**src/rtl/simon_pkg.sv**
```systemverilog
// Shared definitions for the SIMON packet wrapper.
// Holds the word size, the round count, the Z3 constant, the packet identifiers,
// the packet and FSM types, and the rotate and z-bit helpers.
package simon_pkg;

    localparam int N = 32;
    // Round count for SIMON with a four-word key, chosen by word size.
    localparam int T = (N == 16) ? 32 : (N == 24) ? 36 : (N == 32) ? 44 : 72;
    localparam int CNT_W = $clog2(T);

    // The MSB of this literal is sequence bit 0.
    localparam logic [61:0] Z3 = 62'b11011011101011000110010111100000010010001010011100110100001111;

    localparam logic [7:0] ID_KEY  = 8'h01;
    localparam logic [7:0] ID_DATA = 8'h02;

    typedef logic [N/2+1:0][7:0] pkt_t;
    typedef logic [N-1:0] word_t;

    typedef enum logic [1:0] {IDLE, LOAD, RUN, DONE} state_t;

    function automatic word_t rotl(word_t v, int unsigned s);
        return (v << s) | (v >> (N - s));
    endfunction

    function automatic word_t rotr(word_t v, int unsigned s);
        return (v >> s) | (v << (N - s));
    endfunction

    function automatic logic zBit(logic [5:0] idx);
        return Z3[6'd61 - idx];
    endfunction

endpackage

```
**src/rtl/simon_top_pkt_if.sv**
```systemverilog
// Packet transport bundle between a byte-packet source/sink and simon_top_pkt.
// Ports:
//   in_newPKT / in / in_loadPKT : 4-phase request, packet, acknowledge
//   in_donePKT                  : captured packet fully processed (pulse)
//   out_donePKT / out / out_readPKT : result valid, result packet, sink consumed
// master = transport side, slave = encryptor side.
interface simon_top_pkt_if;
    import simon_pkg::*;

    logic in_newPKT;
    pkt_t in;
    logic in_loadPKT;
    logic in_donePKT;
    logic out_readPKT;
    logic out_donePKT;
    pkt_t out;

    modport master (
        output in_newPKT, in, out_readPKT,
        input  in_loadPKT, in_donePKT, out_donePKT, out
    );

    modport slave (
        input  in_newPKT, in, out_readPKT,
        output in_loadPKT, in_donePKT, out_donePKT, out
    );

endinterface

```
**src/rtl/simon_round_core.sv**
```systemverilog
// One SIMON round plus one key-schedule step, purely combinational.
// Ports:
//   x, y      : current block halves (x = upper word)
//   kw0..kw3  : key window k_i, k_{i+1}, k_{i+3} (k_{i+2} not needed)
//   roundIdx  : i, selects the Z3 bit
//   xNext, yNext : block after the round
//   kNew      : k_{i+4}
module simon_round_core
    import simon_pkg::*;
(
    input  word_t      x,
    input  word_t      y,
    input  word_t      kw0,
    input  word_t      kw1,
    input  word_t      kw3,
    input  logic [5:0] roundIdx,
    output word_t      xNext,
    output word_t      yNext,
    output word_t      kNew
);

    word_t t;

    always_comb begin
        t     = rotr(kw3, 3) ^ kw1;
        xNext = y ^ (rotl(x, 1) & rotl(x, 8)) ^ rotl(x, 2) ^ kw0;
        yNext = x;
        kNew  = ~kw0 ^ t ^ rotr(t, 1) ^ {{(N-1){1'b0}}, zBit(roundIdx)} ^ word_t'(3);
    end

endmodule

```
**src/rtl/simon_top_pkt.sv**
```systemverilog
// Packet-level wrapper around an iterative SIMON64/128 encryptor.
// Key packets load the key; data packets carry two blocks that are encrypted
// one round per clock and returned as a single result packet.
// Ports:
//   clk  : clock, rising edge
//   nR   : asynchronous active-low reset
//   bus  : packet transport (slave modport)
//
// state | meaning
// IDLE  | waiting for a request while no unread result is pending
// LOAD  | packet latched, acknowledge held until the request drops
// RUN   | encrypting block0 then block1, one round per clock
// DONE  | publishing the result packet
module simon_top_pkt
    import simon_pkg::*;
(
    input  logic clk,
    input  logic nR,
    simon_top_pkt_if.slave bus
);

    state_t state, stateNext;

    pkt_t               pktReg;
    logic [4*N-1:0]     keyReg;
    logic               keyValid;
    word_t              x, y;
    logic [3:0][N-1:0]  kSched;
    logic [CNT_W-1:0]   roundCnt;
    logic               blockSel;
    logic [2*N-1:0]     ct0;
    logic               loadReg, doneReg, outValid;
    pkt_t               outReg;

    logic capture, keyWr, startRun, pktDone, finish, lastRound;
    word_t xNext, yNext, kNew;
    logic [4*N-1:0] payload;
    logic [7:0] pktId;

    assign payload   = pktReg[N/2-1:0];
    assign pktId     = pktReg[N/2+1];
    assign lastRound = (roundCnt == CNT_W'(T - 1));

    simon_round_core uCore (
        .x        (x),
        .y        (y),
        .kw0      (kSched[0]),
        .kw1      (kSched[1]),
        .kw3      (kSched[3]),
        .roundIdx (roundCnt),
        .xNext    (xNext),
        .yNext    (yNext),
        .kNew     (kNew)
    );

    always_ff @(posedge clk or negedge nR) begin
        if (!nR) state <= IDLE;
        else     state <= stateNext;
    end

    always_comb begin
        stateNext = state;
        capture   = 1'b0;
        keyWr     = 1'b0;
        startRun  = 1'b0;
        pktDone   = 1'b0;
        finish    = 1'b0;
        case (state)
            IDLE: begin
                // An unread result blocks capture so it cannot be overwritten.
                if (bus.in_newPKT && !outValid) begin
                    capture   = 1'b1;
                    stateNext = LOAD;
                end
            end
            LOAD: begin
                if (!bus.in_newPKT) begin
                    if (pktId == ID_KEY) begin
                        keyWr     = 1'b1;
                        pktDone   = 1'b1;
                        stateNext = IDLE;
                    end else if (pktId == ID_DATA && keyValid) begin
                        startRun  = 1'b1;
                        stateNext = RUN;
                    end else begin
                        pktDone   = 1'b1;
                        stateNext = IDLE;
                    end
                end
            end
            RUN: begin
                if (lastRound && blockSel) stateNext = DONE;
            end
            DONE: begin
                finish    = 1'b1;
                pktDone   = 1'b1;
                stateNext = IDLE;
            end
            default: stateNext = IDLE;
        endcase
    end

    always_ff @(posedge clk or negedge nR) begin
        if (!nR) begin
            pktReg   <= '0;
            keyReg   <= '0;
            keyValid <= 1'b0;
            x        <= '0;
            y        <= '0;
            kSched   <= '0;
            roundCnt <= '0;
            blockSel <= 1'b0;
            ct0      <= '0;
            loadReg  <= 1'b0;
            doneReg  <= 1'b0;
            outValid <= 1'b0;
            outReg   <= '0;
        end else begin
            loadReg <= (stateNext == LOAD);
            doneReg <= pktDone;

            if (capture) pktReg <= bus.in;

            if (keyWr) begin
                keyReg   <= payload;
                keyValid <= 1'b1;
            end

            if (startRun) begin
                x        <= payload[4*N-1:3*N];
                y        <= payload[3*N-1:2*N];
                kSched   <= keyReg;
                roundCnt <= '0;
                blockSel <= 1'b0;
            end else if (state == RUN) begin
                x <= xNext;
                y <= yNext;
                if (lastRound && !blockSel) begin
                    // Block0 finished: park it and restart the schedule for block1.
                    ct0      <= {xNext, yNext};
                    x        <= payload[2*N-1:N];
                    y        <= payload[N-1:0];
                    kSched   <= keyReg;
                    roundCnt <= '0;
                    blockSel <= 1'b1;
                end else if (!lastRound) begin
                    kSched   <= {kNew, kSched[3:1]};
                    roundCnt <= roundCnt + 1'b1;
                end
            end

            if (finish) begin
                outReg   <= {ID_DATA, pktReg[N/2], ct0, x, y};
                outValid <= 1'b1;
            end else if (outValid && bus.out_readPKT) begin
                outValid <= 1'b0;
            end
        end
    end

    assign bus.in_loadPKT  = loadReg;
    assign bus.in_donePKT  = doneReg;
    assign bus.out_donePKT = outValid;
    assign bus.out         = outReg;

endmodule

```
**src/flat_wrapper.sv**
```systemverilog
// flat-port wrapper written by rule: the top's interface ports become plain ports
module simon_top_pkt_flat import simon_pkg::*;
  (clk, nR, bus_in_newPKT, bus_in, bus_out_readPKT, bus_in_loadPKT, bus_in_donePKT, bus_out_donePKT, bus_out);
  simon_top_pkt_if bus_i ();
  input  logic clk;
  input  logic nR;
  input wire logic [$bits(bus_i.in_newPKT)-1:0] bus_in_newPKT;
  input wire logic [$bits(bus_i.in)-1:0] bus_in;
  input wire logic [$bits(bus_i.out_readPKT)-1:0] bus_out_readPKT;
  output wire logic [$bits(bus_i.in_loadPKT)-1:0] bus_in_loadPKT;
  output wire logic [$bits(bus_i.in_donePKT)-1:0] bus_in_donePKT;
  output wire logic [$bits(bus_i.out_donePKT)-1:0] bus_out_donePKT;
  output wire logic [$bits(bus_i.out)-1:0] bus_out;
  assign bus_i.in_newPKT = bus_in_newPKT;
  assign bus_i.in = bus_in;
  assign bus_i.out_readPKT = bus_out_readPKT;
  assign bus_in_loadPKT = bus_i.in_loadPKT;
  assign bus_in_donePKT = bus_i.in_donePKT;
  assign bus_out_donePKT = bus_i.out_donePKT;
  assign bus_out = bus_i.out;
  simon_top_pkt u_core (.clk(clk), .nR(nR), .bus(bus_i));
endmodule
```
**config.mk**
```make
export PLATFORM = sky130hd
export DESIGN_NAME = simon_top_pkt_flat
export DESIGN_NICKNAME = d
export VERILOG_FILES = /design/src/rtl/simon_pkg.sv /design/src/rtl/simon_top_pkt_if.sv /design/src/rtl/simon_round_core.sv /design/src/rtl/simon_top_pkt.sv /design/src/flat_wrapper.sv
export SDC_FILE = /design/constraint.sdc
export NUM_CORES = 1
export LEC_CHECK = 0
export CORE_MARGIN = 2
export CORE_UTILIZATION = 60
export DETAILED_ROUTE_END_ITERATION = 8
export GPL_ROUTABILITY_DRIVEN = 0
export PLACE_DENSITY = 0.95
export SKIP_LAST_GASP = 1
export SYNTH_ARGS = -nofsm -noshare
export SYNTH_HDL_FRONTEND = slang
export SYNTH_SLANG_ARGS = --single-unit
```
**constraint.sdc**
```tcl
create_clock -name clk -period 6.2 [get_ports clk]
set_input_delay 0.62 -clock clk [delete_from_list [all_inputs] [get_ports clk]]
set_output_delay 0.62 -clock clk [all_outputs]
set_load 0.05 [all_outputs]
```
Word-level counts from Yosys, hierarchy flattened
Memories as Yosys holds them, arrays and structs flattened.
Cells that the tools add are included.
{"block": "totals", "reg_bits": 678, "latch_bits": 0, "mem_bits_rw": 0, "mem_bits_ro": 64, "inputBits": 148, "output_inout_bits": 147, "elab_cells": 133, "mem_count": 1}
{"memory": "(name not given)", "words": 64, "word_bits": 1, "read_ports": 1, "rd_clocked_by_memory_dff": 0, "write_ports": 0, "line": "simon_pkg.sv:31", "source": "return Z3[6'd61 - idx];"}
{"block": "classes", "n_addsub": 2, "multipliers": 0, "n_div": 0, "magnitude_cmp": 1, "n_eq_ne": 8, "n_shift": 0, "n_mux": 40, "n_bitwise": 16, "n_reduce_logical": 14}
{"operator": "128-bit two-way mux", "count": 4}
{"operator": "32-bit two-way mux", "count": 6}
{"operator": "32-bit XOR", "count": 6}
{"operator": "32-bit AND", "count": 1}
{"operator": "32-bit NOT", "count": 1}
{"operator": "29-bit by 32-bit OR with 32-bit output", "count": 1}
{"operator": "31-bit by 32-bit OR with 32-bit output", "count": 1}
{"operator": "32-bit by 1-bit OR with 32-bit output", "count": 1}
{"operator": "32-bit by 2-bit OR with 32-bit output", "count": 1}
{"operator": "32-bit by 8-bit OR with 32-bit output", "count": 1}
{"operator": "32-bit by 1-bit XOR with 32-bit output", "count": 1}
{"operator": "6-bit two-way mux", "count": 4}
{"operator": "1-bit two-way mux", "count": 19}
{"operator": "2-bit two-way mux", "count": 5}
{"operator": "8-bit by 1-bit equality test with 1-bit output, second input constant", "count": 1}
{"operator": "8-bit by 2-bit equality test with 1-bit output, second input constant", "count": 1}
{"operator": "2-bit case mux with 4 select lines", "count": 1}
{"operator": "6-bit by 7-bit less-than comparator with 1-bit output, second input constant", "count": 1}
{"operator": "6-bit by 1-bit adder with 6-bit output, second input constant", "count": 1}
{"operator": "6-bit equality test, second input constant", "count": 1}
{"operator": "2-bit nonzero test", "count": 3}
{"operator": "6-bit subtractor, first input constant", "count": 1}
{"operator": "1-bit logical AND", "count": 5}
{"operator": "2-bit by 1-bit equality test with 1-bit output, second input constant", "count": 2}
{"operator": "9 further kinds", "count": 12}

Logic depth before layout (Yosys ltp)
Gate-level depths: netlist (run 1).
{"block": "logic_depth", "word_depth": 10, "depth_mapped": 10, "ltp_nobuf": 8}

Cells and area by module
Synthesis (run 1) repeated with hierarchy kept, for this count alone.
{"block": "unflattened", "cells_unflattened": 2387, "hier_area_um2": 30126.4}
{"module": "simon_top_pkt", "n_inst": 1, "cells_each": 2099, "area_per_inst_um2": 27760.4, "seq_area_each_um2": 16966.3}
{"module": "simon_round_core", "n_inst": 1, "cells_each": 288, "area_per_inst_um2": 2366.0, "seq_area_each_um2": 0.0}

Worst setup path after synthesis (run 1)
No wires, ideal clock.
{"block": "synth_path", "path_type": "register to register", "startpoint": "register u_core.roundCnt[0]", "endpoint": "register u_core.ct0[1]", "arrival_time_ns": 2.086, "required_time_ns": 6.075, "path_slack_ns": 3.989, "stages_incl_launch_ff": 8, "synth_period_minus_slack_ns": 2.211, "path_cell_list": "dfrtp_1 > ha_1 > nand2_2 > or4_1 > buf_2 > nor2_4 > buf_2 > mux2_2"}
{"block": "synth_via", "elab_chain_len": 3}
{"element": "from (decl)", "line": "simon_top_pkt.sv:29", "source": "logic [CNT_W-1:0] roundCnt;"}
{"element": "from (signal assigned)", "line": "simon_top_pkt.sv:148", "source": "roundCnt <= roundCnt + 1'b1;"}
{"element": "6-bit equality test", "line": "simon_top_pkt.sv:42", "source": "assign lastRound = (roundCnt == CNT_W'(T - 1));"}
{"element": "1-bit logical AND", "line": "simon_top_pkt.sv:138", "source": "if (lastRound && !blockSel) begin"}
{"element": "3-bit AND reduction (no line)"}
{"element": "to (signal assigned)", "line": "simon_top_pkt.sv:140", "source": "ct0 <= {xNext, yNext};"}
{"element": "to (decl)", "line": "simon_top_pkt.sv:31", "source": "logic [2*N-1:0] ct0;"}
No other way between the ends.
A chain may end at the register's enable or synchronous reset.

Worst setup path after layout (run 1)
{"block": "layout_path", "startpoint": "register u_core.roundCnt[0]", "endpoint": "register u_core.kSched[105] in the netlist's numbering"}
{"block": "layout_via", "elab_chain_len": 5, "elab_cells_between_ends": 7, "classes_between": "eq/ne (2); mux (3); reduce/logical (2)"}
{"element": "6-bit equality test (*)", "line": "simon_top_pkt.sv:42"}
{"element": "1-bit logical AND", "line": "simon_top_pkt.sv:138"}
{"element": "128-bit two-way mux", "line": "simon_top_pkt.sv:138"}
{"element": "128-bit two-way mux", "line": "simon_top_pkt.sv:135", "source": "end else if (state == RUN) begin"}
{"element": "128-bit two-way mux", "line": "simon_top_pkt.sv:129", "source": "if (startRun) begin"}
{"element": "to (signal assigned)", "line": "simon_top_pkt.sv:132", "source": "kSched <= keyReg;"}
{"element": "to (signal assigned)", "line": "simon_top_pkt.sv:143", "source": "kSched <= keyReg;"}
{"element": "to (signal assigned)", "line": "simon_top_pkt.sv:147", "source": "kSched <= {kNew, kSched[3:1]};"}
{"element": "to (decl)", "line": "simon_top_pkt.sv:28", "source": "logic [3:0][N-1:0] kSched;"}
Mark *: on every way between the ends. The rest lies on a longest branch, timed or not. The select of a mux whose other input is x is not followed.

==> results of run 1 <==
==> stage by stage <==
step	cell area, um^2	hold WS (ns)	std cells
after global placement	32500	0.450	3271
final	34900	0.0974	3396
after detailed placement	32500	0.469	3271
after floorplan	29300	0.324	2501
after global routing	34900	0.196	3395
after CTS	34900	0.150	3393
==> path summary, 6_finish.rpt <==
path                                     startpoint             endpoint  slack (ns)  depth (start not counted)
worst min-delay path                             nR  u_core.bus.out[137]         0.1                          1
worst max-delay path             u_core.roundCnt[0]   u_core.kSched[105]        2.24                          8
worst min register to register  u_core.bus.out[137]  u_core.bus.out[137]        0.48                          1
max in group asynchronous                        nR  u_core.bus.out[108]        4.49                          2
worst max register to register   u_core.roundCnt[0]   u_core.kSched[105]        2.24                          8
min in group clk                u_core.bus.out[137]  u_core.bus.out[137]        0.48                          1
==> kinds of logic (layout without fill, tap and decap cells) <==
family / after synthesis / count (layout) / synth area share [%]
other: 1 / 10 / 0.0128
multiplexers: 444 / 444 / 17.1
buffers and inverters: 162 / 439 / 2.69
XOR/XNOR: 197 / 197 / 5.90
flip-flops: 678 / 678 / 58.0
adder cells (fa/ha/maj): 7 / 7 / 0.299
AO/OA/AOI/OAI: 383 / 383 / 7.62
AND/OR/NAND/NOR: 623 / 623 / 8.39
==> layout by cell type, fill, tap and decap left out, drive strengths merged, types with 4 or more instances in the layout <==
master	netlist	layout
dfrtp	678	678
nand3	18	18
buf	79	25
o221a	12	12
a31oi	96	96
conb	1	7
nand2	350	350
nor2	235	235
clkbuf	77	100
xnor2	159	159
ha	7	7
nand2b	5	5
a211oi	32	32
xor2	38	38
clkinv	0	5
mux2	441	441
a21oi	173	173
bufinv	0	8
clkdlybuf4s50	0	286
o21ai	58	58
inv	6	11
clkinvlp	0	4
==> per-layer routing <==
metal	global-route usage, %	vias to the layer above	share of wire (%)
met5	0	-	0.016
met4	18.7	2	6.3
met3	8.15	382	10
met2	52.8	1421	47
met1	42.1	10700	36
li1	-	9000	-
==> synthesized netlist by cell type, types with 24 or more instances <==
cell type,number
dfrtp_1,678
buf_4,24
xnor2_1,159
nand2_1,348
mux2_1,33
a211oi_1,32
xor2_1,38
nor2_1,233
o21ai_0,58
buf_2,46
a31oi_1,96
a21oi_1,173
clkbuf_1,77
mux2_2,408
==> registers in the layout (all words and copies together) (netlist names) <==
signal                  cells
u_core.pktId                8
u_core.blockSel             1
u_core.state                2
u_core.bus.in_loadPKT       1
u_core.y                   32
u_core.keyValid             1
u_core.kSched             128
u_core.bus.out            137
u_core.ct0                 64
u_core.bus.in_donePKT       1
u_core.roundCnt             6
u_core.pktReg               8
u_core.x                   32
u_core.bus.out_donePKT      1
u_core.payload            128
u_core.keyReg             128
==> power by group <==
group / internal, mW / switching, mW / leakage (nW)
Clock: 2.64 / 1.77 / 1.17
Combinational: 0.331 / 0.292 / 5.79
Sequential: 4.66 / 0.236 / 8.57
==> layout make-up <==
class | count | area (um^2) | share of cell area, %
clock buffers | 100 | 2050 | 5.88
flip-flops and latches | 678 | 17000 | 48.6
well taps | 615 | 769 | 2.20
diodes | 3 | 7.51 | 0.0215
clock inverters | 22 | 354 | 1.01
inverters | 6 | 22.5 | 0.0645
repair buffers | 311 | 3130 | 8.97
multi-input cells | 1661 | 11600 | 33.2
==> critical path, delay by kind of cell, from the launching register on <==
kind / cells / cell delay (ns)
AOI/OAI and AO/OA: 2 / 0.33
adders and majority gates: 1 / 0.30
DFF: 1 / 0.56
buffers and inverters: 1 / 0.77
and+or+nand+nor: 4 / 1.77
==> flow_summary.json, run 1 <==
{
  "outcome": "finished, final reports clean",
  "final_core_util_pct": 72.8,
  "antenna_left": 0,
  "synth_warnings": 0,
  "io_pins": 295,
  "final_layout_size_suffix_gt1_share_pct": 20.6,
  "cts_root_buffer": "clkbuf_16",
  "synth_area_leaders": "dfrtp_1 (58%), mux2_2 (16%), xnor2_1 (4.8%)",
  "place.port_buffers": 287,
  "setup_viol": 0,
  "synth_cell_type_count": 45,
  "first_global_vias": 22000,
  "worst_setup_path_start_kind": "flop",
  "clk_latency_ns": 0.62,
  "dp_hpwl_um": 51800,
  "synth_edf_count": 0,
  "yosysTopAreaCellShare_pct": 58.0,
  "p_leak_nw": 15.5,
  "path_max_fanout": 76,
  "cts_max_level": 3,
  "coreArea_um2": 47900,
  "clock_skew_ns": 0.0317,
  "vias": 21500,
  "cts.sinks": 678,
  "grt_start_max_net_pins": 197,
  "syn_inst": 2495,
  "synthesis.area_per_instance_um2": 11.7,
  "p_total_mw": 9.93,
  "drc": 0,
  "dieArea_um2": 50600,
  "ys.flop_type": "dfrtp_1",
  "vdd_drop_max_mv": 0.215,
  "power_density_nw_per_um2": 285,
  "worstSetupPathType": "reg2reg",
  "cts_tree": "built",
  "fin_ws_ns": 2.24,
  "clk_pin_slew_worst_paths_ns": 0.06,
  "max_cap_violations": 0,
  "crit_path_cell_trace": "ha_1 > nand2_2 > or4_4 > nand2_4 > buf_4 > nor2_1 > a21oi_1 > o21ai_0",
  "fin_setup_tns_ns": 0,
  "fin_nets": 2881,
  "antenna_found_initial": 4,
  "end_kind": "flop",
  "fmax_mhz": 253,
  "rows": 80,
  "cts.path.max_buffers": 3,
  "avgRoutedWirePerCell_um": 24.5,
  "slew_violations": 0,
  "synth-seq-area-share_pct": 58.0,
  "viasPerCell": 6.34,
  "gr-total-overflow": 0,
  "fill_cells": 2769,
  "routed_wl_um": 83200,
  "dpl_worst_slack_ns": 2.27,
  "start_util_pct": 61.0,
  "cts_hold_buf": 0,
  "die_y_um": 225,
  "finalCritPeriodShare_pct": 63.9,
  "synth_area_leader_cell": "dfrtp_1",
  "cp_slowest_stage_delay_ns": 0.77,
  "async_reset_ff_share_pct": 100,
  "rsz0062_at_grt": "false",
  "arrival_ns": 4.41,
  "area_growth_pct": 19.3,
  "finalCriticalPeriod_ns": 3.96,
  "die_w_um": 225,
  "first_iter_violations": 2944,
  "finalHoldViolCount": 0,
  "yosys_register_bits": 678,
  "min_path_type": "in2async",
  "dr.pass1.iters": 7,
  "worst_pin_slew_ns": 1.19,
  "slowest_stage": "buf_4",
  "cts_made_buffers": 68,
  "worstPathRequired_ns": 6.65,
  "grt_pass1_wl_um": 128000,
  "postCtsSetupBuffers": 0,
  "slew_headroom_pct": 20.1,
  "netlist_area_um2": 29300,
  "cts-resized-gates": 0,
  "track_usage_pct": 33.3
}
(Power assumes the default switching activity.)
==> inputs of run 2 (changes only) <==
- CORE_UTILIZATION: 60 -> 57
- PLACE_DENSITY: 0.95 -> 0.92
- clock period: 6.2 -> 3.9 ns (I/O delays scaled with it)
==> run 2 against run 1 <==
Sequential cell count unchanged; setup slack worse by 1.6 ns; design area up 1.1%; highest routed layer unchanged; sequential power up 59%; critical path depth unchanged; global-route usage down 1.6 points.
==> flow_summary.json, run 2 (same netlist as run 1, synthesis figures left out) <==
{
  "outcome": "finished, final reports clean",
  "area_growth_pct": 20.6,
  "setup_viol": 0,
  "power_frac_comb_pct": 6.2,
  "first_iter_violations": 2358,
  "worst_pin_slew_ns": 1.00,
  "final_common_cell": "dfrtp_1",
  "use_met2_pct": 49.4,
  "place.port_buffers": 287,
  "worstSetupPathType": "reg2reg",
  "final_cell_mix": "dfrtp_1 (678), mux2_2 (408), nand2_1 (346)",
  "largest_reg_flops": 137,
  "finalCriticalPeriod_ns": 3.28,
  "power_density_nw_per_um2": 453,
  "p_leak_nw": 15.7,
  "cts.sinks": 678,
  "worst-path-buf-inv": 1,
  "cts_max_level": 3,
  "fin_nets": 2899,
  "end_kind": "flop",
  "dieArea_um2": 53200,
  "final_core_util_pct": 69.2,
  "path_max_fanout": 40,
  "grt_busiest_layer": "met2",
  "p_total_mw": 16.0,
  "path_delay_family": "simple AND/OR/NAND/NOR gates",
  "coreArea_um2": 51000,
  "finalHoldViolCount": 0,
  "max_cap_violations": 0,
  "intPower_mw": 12.3,
  "cts_made_buffers": 70,
  "clk_pin_slew_worst_paths_ns": 0.07,
  "fill_cells": 3153,
  "io_pins": 295,
  "grt.met3_usage_pct": 8.41,
  "min_path_type": "in2reg",
  "avgRoutedWirePerCell_um": 23.9,
  "antenna_found_initial": 4,
  "cts_tree": "built",
  "final_layout_size_suffix_gt1_share_pct": 21.0,
  "track_usage_pct": 31.6,
  "slew_violations": 0,
  "finalCritPeriodShare_pct": 84.0,
  "start_util_pct": 57.4,
  "p_switching_mw": 3.72,
  "cp_slowest_stage_delay_ns": 0.78,
  "rows": 83,
  "rsz0062_at_grt": "false",
  "clkPwrFrac_pct": 45.0,
  "gr-total-overflow": 0,
  "worstPathRequired_ns": 4.38,
  "vias": 21500,
  "cts_root_buffer": "clkbuf_16",
  "cts-resized-gates": 0,
  "dp_hpwl_um": 52800,
  "grt_pass1_wl_um": 129000,
  "slew_headroom_pct": 33.0,
  "first_global_vias": 22500,
  "die_w_um": 231,
  "vdd_drop_max_mv": 0.301,
  "power_frac_seq_pct": 48.7,
  "grtUsageMet1_pct": 39.3,
  "antenna_left": 0,
  "drc": 0,
  "dr.pass1.iters": 5,
  "clock_skew_ns": 0.0243,
  "clk_latency_ns": 0.62,
  "viasPerCell": 6.17,
  "slowest_stage": "or4_4",
  "fmax_mhz": 305,
  "cts.path.max_buffers": 3,
  "arrival_ns": 3.76,
  "grt_start_max_net_pins": 130,
  "fin_setup_tns_ns": 0,
  "routed_wl_um": 83200,
  "power_switching_share_pct": 23.3,
  "die_y_um": 231,
  "worst_setup_path_start_kind": "flop",
  "crit_path_cell_trace": "ha_1 > nand2_2 > or4_4 > nand2_4 > buf_4 > nor2_1 > a21oi_1 > o21ai_0"
}
[run 2: final cells by class]
| cell class | count | area, um^2 | area share, % |
|---|---|---|---|
| diodes | 3 | 7.51 | 0.0213 |
| clock buffers | 101 | 2030 | 5.75 |
| clock inverters | 27 | 454 | 1.29 |
| inverters | 6 | 22.5 | 0.0638 |
| multi-input cells | 1661 | 11600 | 32.9 |
| flip-flops and latches | 678 | 17000 | 48.1 |
| well taps | 680 | 851 | 2.41 |
| repair buffers | 327 | 3360 | 9.51 |
[run 2: repair_timing]
action,4_1_cts,5_1_grt
endpoints found under the hold margin,100,0
hold buffers,1,0
setup buffers,0,0
[run 2: through the flow]
step           hold WS (ns)  std cells  setup WS [ns]  area (um^2)
2_1_floorplan        0.0944       2501           1.69        29300
3_3_place_gp          0.450       3351          0.961        32800
3_5_place_dp          0.465       3351          0.846        32800
4_1_cts               0.339       3480          0.754        35300
5_1_grt               0.355       3480          0.503        35300
6_report              0.359       3483          0.623        35300
[run 2: path summary, 6_finish.rpt]
kind / endpoint / start / depth (start not counted) / slack [ns]
max: u_core.kSched[109] / u_core.roundCnt[0] / 8 / 0.62
min: u_core.bus.out_donePKT / bus_out_readPKT / 2 / 0.36
max reg2reg: u_core.kSched[109] / u_core.roundCnt[0] / 8 / 0.62
min reg2reg: u_core.bus.out[137] / u_core.bus.out[137] / 1 / 0.48
max in group asynchronous: u_core.bus.out[132] / nR / 3 / 2.30
min in group asynchronous: u_core.bus.out[42] / nR / 2 / 0.47
[run 2: routing by layer]
layer / part of all wire (%) / up-vias
met5: 0.065 / -
met1: 36 / 10700
met4: 6.7 / 8
li1: - / 9044
met3: 10 / 388
met2: 47 / 1332
[run 2: power by group through the flow]
stage / clock network [mW] / logic [mW] / registers (mW)
after floorplan: 0 / 0.554 / 7.73
after global placement: 0 / 0.938 / 7.86
after detailed placement: 0 / 0.985 / 7.89
after CTS: 7.24 / 1.01 / 7.77
after global routing: 7.54 / 1.09 / 7.81
final: 7.20 / 0.997 / 7.79
[run 2: worst reg2reg max path: cells and delay by family (launching register included)]
kind	cells	cell delay, ns
simple gates	4	1.52
flops	1	0.56
compound gates	2	0.40
buf+inv	1	0.34
fa+ha+maj	1	0.31
==> inputs of run 3 (changes only) <==
- CORE_UTILIZATION: 57 -> 52
- PLACE_DENSITY: 0.92 -> 0.89
- clock period: 3.9 -> 2.8 ns (I/O delays scaled with it)
==> run 3 against run 2 <==
The run now ends with negative setup slack left; sequential cell count is the same; via count fell by 2.2%; utilization fell by 5.2 points; combinational power up 39%.
==> flow_summary.json, run 3 (same netlist as run 1, synthesis figures left out) <==
{
  "dp_hpwl_um": 53100,
  "clk_pin_slew_worst_paths_ns": 0.07,
  "worstPathRequired_ns": 3.30,
  "finalCritPeriodShare_pct": 100,
  "routed_wl_um": 82000,
  "fmax_mhz": 357,
  "p_leak_nw": 15.8,
  "fin_ws_ns": -0.00127,
  "power_switching_share_pct": 23.1,
  "p_switching_mw": 5.09,
  "rows": 86,
  "clk_latency_ns": 0.62,
  "cts_root_buffer": "clkbuf_16",
  "grt_busiest_layer": "met2",
  "r2r-start": "u_core.roundCnt[0]",
  "worstSetupPathType": "reg2reg",
  "clkPwrFrac_pct": 44.5,
  "slew_headroom_pct": 34.7,
  "intPower_mw": 16.9,
  "worst_setup_path_start_kind": "flop",
  "worstHoldEndpoint": "u_core.bus.out_donePKT",
  "first_global_vias": 21700,
  "track_usage_pct": 28.4,
  "arrival_ns": 3.30,
  "hp-start": "bus_out_readPKT",
  "power_frac_seq_pct": 49.2,
  "violations": "negative setup slack",
  "vias": 21000,
  "viasPerCell": 5.91,
  "slowest_stage": "buf_4",
  "grtUsageMet1_pct": 37.0,
  "crit_top_cell": "a21oi_1",
  "outcome": "finished, violations left",
  "cts.sinks": 678,
  "final_common_cell": "dfrtp_1",
  "finalHoldViolCount": 0,
  "crit_path_cell_trace": "ha_1 > nand2_2 > nor4_4 > buf_4 > nand2_1 > a21oi_1 > a21oi_1 > o21ai_0",
  "slew_violations": 0,
  "max_cap_violations": 0,
  "grt.met3_usage_pct": 5.93,
  "fin_setup_tns_ns": -0.00127,
  "clock_skew_ns": 0.0265,
  "antenna_left": 0,
  "holdPathStages": 2,
  "path_max_fanout": 32,
  "r2r_slack_ns": -0.001,
  "use_met2_pct": 44.7,
  "place.port_buffers": 287,
  "power_frac_comb_pct": 6.3,
  "rsz0062_at_grt": "true",
  "finalCriticalPeriod_ns": 2.80,
  "cts-resized-gates": 0,
  "cts_made_buffers": 70,
  "antenna_found_initial": 3,
  "die_w_um": 241,
  "fin_nets": 2910,
  "cts_max_level": 3,
  "coreArea_um2": 55400,
  "area_growth_pct": 21.3,
  "grt_pass1_wl_um": 126000,
  "dr.pass1.iters": 6,
  "gr-total-overflow": 0,
  "avgRoutedWirePerCell_um": 23.0,
  "worst_pin_slew_ns": 0.979,
  "worst_r2r_path_depth": 8,
  "largest_reg_flops": 137,
  "start_util_pct": 52.8,
  "setup_viol": 1,
  "die_y_um": 241,
  "power_density_nw_per_um2": 620,
  "cts_tree": "built",
  "final_layout_size_suffix_gt1_share_pct": 21.4,
  "min_path_type": "in2reg",
  "fin_area_um2": 35500,
  "r2r_end": "u_core.y[29]",
  "cp_slowest_stage_delay_ns": 0.56,
  "first_iter_violations": 2175,
  "final_cell_mix": "dfrtp_1 (678), mux2_2 (408), nand2_1 (346)",
  "dieArea_um2": 58200,
  "place_area_um2": 33100,
  "drc": 0,
  "grt_start_max_net_pins": 94,
  "p_total_mw": 22.0,
  "vdd_drop_max_mv": 0.405,
  "cts.path.max_buffers": 3,
  "end_kind": "flop",
  "io_pins": 295
}
-- run 3: stage by stage --
step | util (%) | hold WS (ns) | cells | setup WS (ns)
global route | 64.1 | 0.238 | 3555 | -0.0651
CTS | 64.0 | 0.211 | 3554 | 0.223
global placement | 59.7 | 0.332 | 3429 | 0.211
floorplan | - | -0.0156 | 2501 | 0.589
detailed placement | 59.7 | 0.319 | 3429 | 0.117
finish | 64.1 | 0.232 | 3556 | -0.00127
-- run 3: worst max-delay path: cells and delay by family, from the launching register on --
kind	cells	cell delay, ns
adder cells (fa/ha/maj)	1	0.33
buffers and inverters	1	0.56
AO/OA/AOI/OAI	3	0.52
AND/OR/NAND/NOR	3	0.74
flip-flops	1	0.53
-- run 3: worst max path at each step --
stage	depth (start not counted)	start	to
after floorplan	7	u_core.roundCnt[0]	u_core.ct0[1]
after global placement	8	bus_in_newPKT	u_core.roundCnt[3]
after detailed placement	8	bus_in_newPKT	u_core.roundCnt[3]
after CTS	7	u_core.roundCnt[0]	u_core.kSched[46]
after global routing	8	u_core.roundCnt[0]	u_core.y[29]
final	8	u_core.roundCnt[0]	u_core.y[29]
-- run 3: layout make-up --
type,count,area (um^2)
Clock inverter,24,327
Timing Repair Buffer,337,3540
Antenna cell,1,2.50
Fill cell,3818,19900
Multi-Input combinational cell,1662,11600
Sequential cell,678,17000
Clock buffer,100,2090
Tap cell,748,936
Inverter,6,22.5
-- run 3: metal layers --
metal  wire (um)  vias up  part of all wire (%)
met4        4470        6                   5.5
met5          40        -                 0.049
met2       38300     1077                    47
li1            -     9078                     -
met3        7010      293                   8.6
met1       32200    10600                    39
-- run 3: power by group through the flow --
stage | sequential [mW] | clock [mW] | combinational, mW
2_1_floorplan | 10.8 | 0 | 0.771
3_3_place_gp | 10.9 | 0 | 1.32
3_5_place_dp | 11.0 | 0 | 1.38
4_1_cts | 10.8 | 9.88 | 1.40
5_1_grt | 10.9 | 10.3 | 1.52
6_report | 10.8 | 9.79 | 1.39
-- run 3: timing repair --
action | CTS | global route
setup endpoints to repair | 0 | 1
setup buffers | 0 | 0
hold endpoints to repair | 61 | 0
hold buffers | 1 | 0
